### config.mk
export PLATFORM = sky130hd
export DESIGN_NAME = odev2_eval_pipe
export DESIGN_NICKNAME = d
export VERILOG_FILES = /design/src/rtl/odev2_eval_pipe.sv
export SDC_FILE = /design/constraint.sdc
export NUM_CORES = 1
export LEC_CHECK = 0
export CAP_MARGIN = 20
export CORE_ASPECT_RATIO = 1.75
export CORE_MARGIN = 2
export CORE_UTILIZATION = 57
export DETAILED_ROUTE_END_ITERATION = 8
export HOLD_SLACK_MARGIN = 0.15
export PLACE_DENSITY = 0.93
export RECOVER_POWER = 50
export SKIP_LAST_GASP = 1
export SLEW_MARGIN = 5
export SYNTH_ARGS = -nofsm -noshare
export SYNTH_HDL_FRONTEND = slang
export SYNTH_SLANG_ARGS = --single-unit
export TNS_END_PERCENT = 100
### constraint.sdc
create_clock -name clk -period 4.1 [get_ports clk]
set_input_delay 0.41 -clock clk [delete_from_list [all_inputs] [get_ports clk]]
set_output_delay 0.41 -clock clk [all_outputs]
set_load 0.01 [all_outputs]
### src/rtl/odev2_eval_pipe.sv
// Bitwise logic evaluator with a DEPTH-word FIFO output buffer (one-cycle latency).
// Optional macro ODEV_POPCNT_EN adds the f_ones running popcount of popped f words.

module odev2_eval_lane (
    input  logic a_i,
    input  logic b_i,
    input  logic c_i,
    output logic f_o,
    output logic q_o
);
    logic x, n, o;

    // q is deliberately left unsimplified even though it is constant zero
    assign x   = (~a_i) ^ b_i;
    assign n   = ~(b_i & c_i);
    assign o   = (~c_i) | b_i;
    assign f_o = ~(x ^ n);
    assign q_o = ~(x | n | o);
endmodule

module odev2_eval_pipe #(
    parameter int WIDTH = 8,
    parameter int DEPTH = 4
) (
    input  logic                     clk,
    input  logic                     rst,
    input  logic                     in_valid,
    output logic                     in_ready,
    input  logic [WIDTH-1:0]         a,
    input  logic [WIDTH-1:0]         b,
    input  logic [WIDTH-1:0]         c,
    output logic                     out_valid,
    input  logic                     out_ready,
    output logic [WIDTH-1:0]         f,
    output logic [WIDTH-1:0]         q,
    output logic [$clog2(DEPTH):0]   level
`ifdef ODEV_POPCNT_EN
    ,
    output logic [15:0]              f_ones
`endif
);
    localparam int AW = $clog2(DEPTH);
    localparam int LW = AW + 1;

    typedef struct packed {
        logic [WIDTH-1:0] f;
        logic [WIDTH-1:0] q;
    } word_t;

    word_t            wr_word;
    word_t            mem_q [DEPTH];
    logic [AW-1:0]    wptr_q, wptr_d;
    logic [AW-1:0]    rptr_q, rptr_d;
    logic [LW-1:0]    level_q, level_d;
    logic             push, pop;

    for (genvar i = 0; i < WIDTH; i++) begin : g_lane
        odev2_eval_lane u_lane (
            .a_i (a[i]),
            .b_i (b[i]),
            .c_i (c[i]),
            .f_o (wr_word.f[i]),
            .q_o (wr_word.q[i])
        );
    end

    // No bypass: a full buffer refuses input even if the head pops this cycle
    assign in_ready  = (level_q < LW'(DEPTH));
    assign out_valid = (level_q != '0);
    assign push      = in_valid & in_ready;
    assign pop       = out_valid & out_ready;

    assign f     = mem_q[rptr_q].f;
    assign q     = mem_q[rptr_q].q;
    assign level = level_q;

    always_comb begin
        wptr_d  = wptr_q;
        rptr_d  = rptr_q;
        level_d = level_q;
        if (push) wptr_d = wptr_q + AW'(1);
        if (pop)  rptr_d = rptr_q + AW'(1);
        case ({push, pop})
            2'b10:   level_d = level_q + LW'(1);
            2'b01:   level_d = level_q - LW'(1);
            default: level_d = level_q;
        endcase
    end

    always_ff @(posedge clk) begin
        if (rst) begin
            wptr_q  <= '0;
            rptr_q  <= '0;
            level_q <= '0;
        end else begin
            wptr_q  <= wptr_d;
            rptr_q  <= rptr_d;
            level_q <= level_d;
        end
    end

    // Storage is intentionally not reset; pointers alone define validity
    always_ff @(posedge clk) begin
        if (push && !rst) mem_q[wptr_q] <= wr_word;
    end

`ifdef ODEV_POPCNT_EN
    logic [15:0] f_ones_q, f_ones_d;
    logic [16:0] pop_cnt;
    logic [16:0] sum;

    always_comb begin
        pop_cnt = '0;
        for (int i = 0; i < WIDTH; i++) begin
            pop_cnt = pop_cnt + {16'd0, f[i]};
        end
        sum      = {1'b0, f_ones_q} + pop_cnt;
        f_ones_d = f_ones_q;
        if (pop) f_ones_d = (sum > 17'h0FFFF) ? 16'hFFFF : sum[15:0];
    end

    always_ff @(posedge clk) begin
        if (rst) f_ones_q <= '0;
        else     f_ones_q <= f_ones_d;
    end

    assign f_ones = f_ones_q;
`endif

endmodule

== Word-level counts from Yosys, hierarchy flattened ==
Memory sizes are Yosys's and may differ from the RTL's. A register that Yosys moved wholly into a read port is not among the register bits.
Index checks and enable logic that the tools add are counted.

* RAM bits: 64
* Memories: 1
* Word-level logic and storage cells: 110
* Bits of input ports: 28
* Memory bits (read-only): 0
* Latch bits: 0
* Register bits after elaboration: 7

{| class="wikitable"
|+ Memory list
! name !! words !! bits a word !! read ports !! clocked after Yosys merged registers in !! wr ports !! line !! text
|-
| mem_q || 4 || 16 || 1 || 1 || 1 || 51 || <nowiki>word_t mem_q [DEPTH];</nowiki>
|}

* Reductions and logical operators: 4
* Multipliers: 0
* Multiplexer cells: 5
* Div/mod/pow operators: 0
* Eq/ne operators: 2
* Magnitude comparators: 1
* Bitwise operators: 90
* Shift-type cells: 0
* $add $sub $neg: 4

{| class="wikitable"
|+ Operators with widths
! operator !! number
|-
| NOT 1 bit || 40
|-
| OR 1 bit || 24
|-
| bitwise XOR 1 bit || 16
|-
| AND 1 bit || 10
|-
| one-hot mux 3 bit (2 select lines) || 1
|-
| adder 2 x 1 -> 2 bit (second input constant) || 2
|-
| 2-to-1 mux 2 bit || 2
|-
| adder 3 x 1 -> 3 bit (second input constant) || 1
|-
| less-than comparator 3 bit (second input constant) || 1
|-
| nonzero test 3 bit || 1
|-
| subtractor 3 x 1 -> 3 bit (second input constant) || 1
|-
| == test 2 x 1 -> 1 bit (second input constant) || 1
|-
| == test 2 bit (second input constant) || 1
|-
| 2-to-1 mux 1 bit || 2
|-
| nonzero test 2 bit || 1
|-
| logical AND 1 bit || 1
|-
| zero test 1 bit || 1
|}

== Longest topological paths before layout ==
Gate-level depths: netlist of the first run.

* Depth in word-level cells: 5
* Mapped depth: 8

== Modules after synthesis ==
A second synthesis of the first run with hierarchy kept.

* Cells, all modules: 175
* Area, all modules: 3130.5 um2

{| class="wikitable"
|+ Modules (own cells, without submodules)
! module !! cells an instance !! instances !! area an instance (um2)
|-
| odev2_eval_pipe || 135 || 1 || 2800.2
|-
| odev2_eval_lane || 5 || 8 || 41.3
|}

== Worst setup path after synthesis of the first run ==
Ideal clock, no wire load.

* Path type: input-to-reg
* Start: in in_valid
* End: reg level_q[2] (netlist: level[2])
* Arrival: 1.796 ns
* Data required time: 4.030 ns
* Slack: 2.234 ns
* Cell stages on the path: 8
* Buffers on the path: 0
* Library setup time: 0.070 ns
* Path through: nor2b_1 inv_1 ha_1 inv_1 fa_1 xor2_1 or3_1 a21oi_1

* Word-level cells in the longest chain between the ends: 3

{| class="wikitable"
|+ RTL lines
! element !! line !! text
|-
| start, declared || 27 || <nowiki>input logic in_valid,</nowiki>
|-
| AND 1 bit * || 70 || <nowiki>assign push = in_valid & in_ready;</nowiki>
|-
| == test 2 x 1 -> 1 bit or == test 2 bit (tied branches) || 83 || <nowiki>case ({push, pop})</nowiki>
|-
| one-hot mux 3 bit (2 select lines) or nonzero test 2 bit (tied branches) || - ||
|-
| end signal, assigned || 98 || <nowiki>level_q <= level_d;</nowiki>
|-
| end, declared || 54 || <nowiki>logic [LW-1:0] level_q, level_d;</nowiki>
|}

Every way passes the cells marked *; elsewhere a longest branch is shown, timed or not.
A chain may end at the register's enable or synchronous reset.

==> summary.md, run 1 <==
| Metric | Value |
|---|---|
| Min Tclk post-route | 2.87 ns |
| Chip Height | 102 µm |
| Global Route Usage Sum | 18.4% |
| Post-layout total power | 2.10 mW |
| First-pass GRT wire length | 7.77 mm |
| Min-delay src | wptr_q[1] |
| CTS resizes | 0 |
| Gp weighted congestion | 0.688 |
| Hold_buf cts | 0 |
| Crit Path Category | reg2out |
| Post-CTS setup buffer count | 0 |
| DRC | 0 |
| Met3 usage | 4.60% |
| Max-cap violation count | 0 |
| RR Startpoint | level[2] |
| Critical Path RT | 3.69 ns |
| Hold Path Cell Cnt | 2 |
| Storage element area | 2100 µm² |
| Max IR drop VDD | 0.583 mV |
| Wirelength, routed | 4.83 mm |
| Dpl hpwl | 3.41 mm |
| PD cells | 549 nW/µm² |
| Insertion delay to the later sink of the worst-skew pair | 0.34 ns |
| Sw Share | 25.8% |
| Ys Warns | 0 |
| Mapped Area | 3110 µm² |
| Slew @ Worst Pin | 1.14 ns |
| Final setup viols | 0 |
| Critical R2R Capture | mem_q[3][10] |
| Post-synthesis sequential area ratio | 67.6% |
| Worst-case clock buffer depth | 2 |
| P&R area growth vs syn | 23.0% |
| Clock power share | 27.6% |
| Worst reg2reg path depth | 4 |
| Top achievable clock speed | 0.349 GHz |
| Most frequent cells in the layout | edfxtp_1, clkdlybuf4s50_1, nor2_1 |
| Sequential share of power | 46.3% |
| Antenna Cells | 0 |
| Sw Pwr | 0.543 mW |
| Initial Utilization | 59.2% |
| TritonCTS clock tree | yes |
| M1 GR Usage | 19.4% |
| Hold Fails Final Rpt | 0 |
| Synth top area share | 61.8% |
| Finished Core Util | 72.8% |
| Syn_nets | 225 |
| FF-to-FF setup slack | 1.89 ns |
| Die width | 59.8 µm |
| H-tree Lvls | 3 |
| Vias | 1609 |
| PortBufs | 48 |
| GRT busiest layer | met2 |
| Detailed Route Iter0 Violations | 34 |
| EDFF count, synth | 64 |
| Distinct cells, synth | 23 |
| Root Buffer | clkbuf_8 |
| Num ports | 49 |
| Pin count of the biggest net entering global routing | 17 |
| Final period utilization | 70.0% |
| Area of the die | 6090 µm² |
| Run status | completed |
| Wire per inst | 16.3 µm |
| Fill cells | 324 |
| GR met2 Demand/Resource | 32.9% |
| Pre-antenna DRT Iters | 4 |
| Worst Hold Path EP | wptr_q[1] |
| CP Data Arrival Time | 2.46 ns |
| Cell accounting for the most synthesized area | edfxtp_1 |
| Synthesis-stage register bit count | 73 |
| Worst setup EP type | primary output |
| Vias per cell | 5.42 |
| Combinational power share | 26.1% |
| # rows | 35 |
| Final antenna-violating net count | 0 |
| Crit path max fanout | 16 |
| CTS Buf Count | 9 |
| Synthesized area per cell | 17.0 µm² |
| Vias in the first global route | 1661 |
| Gr ovfl total | 0 |
| Core ar. | 5260 µm² |
| P_int | 1.56 mW |
| CTS Sinks | 73 |
| Worst-path clk slew | 0.07 ns |
| Hold Crit Class | reg2reg |
| Top_reg_cell synth | edfxtp_1 |
| CP Launch Type | register |
| Asr flop ratio synth | 0% |
| Slew headroom | 24.2% |
| Post-Syn Instances | 183 |
| Area of the multi-input gates | 907 µm² |
| Fin. max-slew vios | 0 |
| Initial antenna violation count | 0 |
| Nets | 279 |
| Layout cells sized above 1 | 9.92% |
| Fin Setup TNS | 0 ns |
| Leak | 1.36 nW |
| Most common cell after layout, fill and taps aside | edfxtp_1 |
| RSZ-0062 raised after global routing | no |
| Clk_skew | 0.00799 ns |
| Main area contributors after synthesis | edfxtp_1, mux4_2, dfxtp_1 |
worst max-delay path by stage:
| stage | cells after the start | to | slack, ns | start |
|---|---|---|---|---|
| 6_report | 2 | f[1] | 1.23 | register |
| 3_3_place_gp | 2 | f[3] | 1.52 | register |
| 2_1_floorplan | 8 | level[2] | 2.23 | in_valid |
| 5_1_grt | 2 | q[0] | 1.07 | register |
| 3_5_place_dp | 2 | q[0] | 1.50 | register |
| 4_1_cts | 2 | q[0] | 1.16 | register |
worst max-delay path, cell delays in order (launching register included):
cell and delay [ns]:
dfxtp_1 0.96, mux4_1 0.66, clkdlybuf4s50_1 0.50
power groups by stage:
stage / logic [mW] / registers, mW / clock network, mW
global placement: 0.543 / 0.990 / 0
global route: 0.591 / 0.990 / 0.624
floorplan: 0.376 / 0.939 / 0
finish: 0.548 / 0.972 / 0.580
CTS: 0.566 / 0.977 / 0.589
detailed placement: 0.562 / 0.993 / 0
flip-flops by register name, summed over array words and instances (netlist names), named ones only:
name and count:
level 3, wptr_q 2, rptr_q 2, mem_q 64
Yosys cell counts, drive strengths merged, types with 2 or more instances:
cell	number
dfxtp	9
a21oi	3
inv	15
and2	12
mux4	16
xor2	11
nand2	10
edfxtp	64
ha	13
nor2	16
buf	4
xnor2	2
logic make-up (layout without fill, tap and decap cells):
kind of cell	after synthesis	in the layout	share of synthesized area (%)
DFF	73	73	67.6
buffers and inverters	20	79	3.26
xor gates and xnor gates	13	13	3.66
muxes	16	16	12.3
adders and majority gates	14	14	5.87
AOI/OAI and AO/OA	6	6	1.21
and+or+nand+nor	41	41	6.11
metrics by stage:
| stage | cell area (µm²) | setup WS [ns] | instances | hold slack, ns |
|---|---|---|---|---|
| global route | 3830 | 1.07 | 297 | 0.540 |
| global placement | 3610 | 1.52 | 281 | 0.501 |
| detailed placement | 3610 | 1.50 | 281 | 0.506 |
| CTS | 3830 | 1.16 | 297 | 0.516 |
| floorplan | 3110 | 2.23 | 183 | 0.469 |
| finish | 3830 | 1.23 | 297 | 0.512 |
layer usage:
metal  vias to the layer above  routed length, µm
li1                        791                  -
met1                       769               1760
met2                        41               2790
met3                         8                181
met4                         0                102
met5                         -                  0
area by class of cell:
class	instances	share of cell area [%]
inverters	15	1.47
well taps	55	1.80
repair buffers	48	12.6
clock inverters	6	2.19
clock buffers	10	3.34
multi-input cells	90	23.7
flip-flops and latches	73	54.9
No activity file was read; power rests on OpenSTA's default activity.
==> inputs of run 2 (changes only) <==
--- a/config.mk
+++ b/config.mk
@@ -8,10 +8,10 @@
 export CAP_MARGIN = 20
 export CORE_ASPECT_RATIO = 1.75
 export CORE_MARGIN = 2
-export CORE_UTILIZATION = 57
+export CORE_UTILIZATION = 53
 export DETAILED_ROUTE_END_ITERATION = 8
 export HOLD_SLACK_MARGIN = 0.15
-export PLACE_DENSITY = 0.93
+export PLACE_DENSITY = 0.88
 export RECOVER_POWER = 50
 export SKIP_LAST_GASP = 1
 export SLEW_MARGIN = 5
==> constraint.sdc (replaced) <==
create_clock -name clk -period 2.9 [get_ports clk]
set_input_delay 0.29 -clock clk [delete_from_list [all_inputs] [get_ports clk]]
set_output_delay 0.29 -clock clk [all_outputs]
set_load 0.01 [all_outputs]
==> summary.md, run 2 (same netlist as run 1, synthesis figures left out) <==
| Metric | Value |
|---|---|
| Run status | completed (unchanged) |
| Antenna Cells | 0 (unchanged) |
| RSZ-0062 raised after global routing | no (unchanged) |
| Initial antenna violation count | 0 (unchanged) |
| Pre-CTS setup slack | 0.648 ns (was 1.50 ns) |
| Worst-case clock buffer depth | 2 (unchanged) |
| TritonCTS clock tree | yes (unchanged) |
| Reg with most FFs | mem_q (unchanged) |
| First-pass GRT wire length | 7.69 mm (was 7.77 mm) |
| WL met2 | 2.66 mm (was 2.79 mm) |
| Max reg flops | 64 (unchanged) |
| Worst setup EP type | primary output (unchanged) |
| Nets | 284 (was 279) |
| Hold_buf cts | 0 (unchanged) |
| Dpl cell area | 3680 µm² (was 3610 µm²) |
| Num ports | 49 (unchanged) |
| Gp weighted congestion | 0.708 (was 0.688) |
| Vias | 1681 (was 1609) |
| Worst-path clk slew | 0.07 ns (about the same) |
| Area of the die | 6520 µm² (was 6090 µm²) |
| Min Tclk post-route | 2.38 ns |
| Dpl cells | 307 (was 281) |
| Top Layer Used | met4 (unchanged) |
| Wire length on met3 | 163 µm (was 181 µm) |
| Fin. max-slew vios | 0 (unchanged) |
| Metal-1 WL | 1.88 mm (was 1.76 mm) |
| Most common cell after layout, fill and taps aside | edfxtp_1 (unchanged) |
| Max-cap violation count | 0 (unchanged) |
| # rows | 36 (was 35) |
| Crit path max fanout | 16 (unchanged) |
| Root Buffer | clkbuf_8 (unchanged) |
| Wire per inst | 14.9 µm (was 16.3 µm) |
| Post-Layout Cell Count | 323 (was 297) |
| Chip Height | 105 µm (was 102 µm) |
| Pre-antenna DRT Iters | 4 (unchanged) |
| Final worst setup slack | 0.520 ns (was 1.23 ns) |
| Final setup viols | 0 (unchanged) |
| Final non-filler cell area | 3900 µm² (was 3830 µm²) |
| Hold Crit Class | reg2reg (unchanged) |
| Core ar. | 5630 µm² (was 5260 µm²) |
| Final antenna-violating net count | 0 (unchanged) |
| Max IR drop VDD | 0.617 mV (was 0.583 mV) |
| PD cells | 773 nW/µm² (was 549 nW/µm²) |
| Fill cells | 360 (was 324) |
| Leak | 1.39 nW (was 1.36 nW) |
| Vias per cell | 5.20 (was 5.42) |
| Pin count of the biggest net entering global routing | 17 (unchanged) |
| H-tree Lvls | 3 (unchanged) |
| CTS Buf Count | 9 (unchanged) |
| Insertion delay to the later sink of the worst-skew pair | 0.33 ns (was 0.34 ns) |
| Dpl hpwl | 3.46 mm (was 3.41 mm) |
| Global Route Usage Sum | 16.4% (was 18.4%) |
| CTS Sinks | 73 (unchanged) |
| Hold Fails Final Rpt | 0 (unchanged) |
| Layout cells sized above 1 | 12.6% (was 9.92%) |
| Hold Path Cell Cnt | 2 (unchanged) |
| Most frequent cells in the layout | edfxtp_1, clkdlybuf4s50_1, nor2_1 (unchanged) |
| Crit Path Category | reg2out (unchanged) |
| Gr ovfl total | 0 (unchanged) |
| Die width | 61.9 µm (was 59.8 µm) |
| Post-CTS setup buffer count | 0 (unchanged) |
| Detailed Route Iter0 Violations | 48 (was 34) |
| DRC | 0 (unchanged) |
| CP Launch Type | register (unchanged) |
| Final period utilization | 82.1% |
| P&R area growth vs syn | 25.3% (was 23.0%) |
| Top achievable clock speed | 0.420 GHz |
| Slew @ Worst Pin | 0.752 ns (was 1.14 ns) |
| Slew headroom | 49.8% (was 24.2%) |
| Fin Setup TNS | 0 ns (unchanged) |
| Worst reg2reg path depth | 8 (was 4) |
| Wirelength, routed | 4.83 mm (about the same) |
| Critical Path RT | 2.61 ns (was 3.69 ns) |
| Vias in the first global route | 1715 (was 1661) |
| Initial Utilization | 55.2% (was 59.2%) |
| PortBufs | 48 (unchanged) |
| Clk_skew | 0.00619 ns (was 0.00799 ns) |
| CTS resizes | 0 (unchanged) |
| CP Data Arrival Time | 2.09 ns (was 2.46 ns) |
-- run 2: area by class of cell --
cell class	instances	area (µm²)	share of cell area [%]
inverters	15	56.3	1.45
clock inverters	7	93.8	2.41
repair buffers	53	518	13.3
clock buffers	9	124	3.18
well taps	76	95.1	2.44
multi-input cells	90	907	23.3
flip-flops and latches	73	2100	53.9
-- run 2: metal layers --
metal  up-vias  GRT usage [%]
li1        793              -
met1       834           18.0
met2        42           28.2
met3        12           4.17
met4         0           7.60
met5         -              0
-- run 2: worst paths after layout --
check / start / slack [ns] / to
hold / removal: wptr_q[1] / 0.51 / wptr_q[1]
setup / recovery: register / 0.52 / f[1]
setup reg to reg: level[2] / 0.98 / level[2]
hold reg to reg: wptr_q[1] / 0.51 / wptr_q[1]
-- run 2: stage by stage --
stage	hold slack (ns)	utilization (%)	power (mW)
floorplan	0.469	-	1.86
detailed placement	0.512	65.3	2.22
finish	0.515	69.2	3.01
CTS	0.522	69.2	3.05
global route	0.551	69.2	3.16
global placement	0.503	65.3	2.19
-- run 2: critical path: stages, from the launching register on --
cell and delay [ns]:
dfxtp_1 0.31, buf_4 0.30, mux4_1 0.65, clkdlybuf4s50_1 0.50
-- run 2: where the power goes --
part | internal, mW | switching (mW)
registers | 1.26 | 0.0645
logic | 0.487 | 0.374
clock network | 0.483 | 0.347
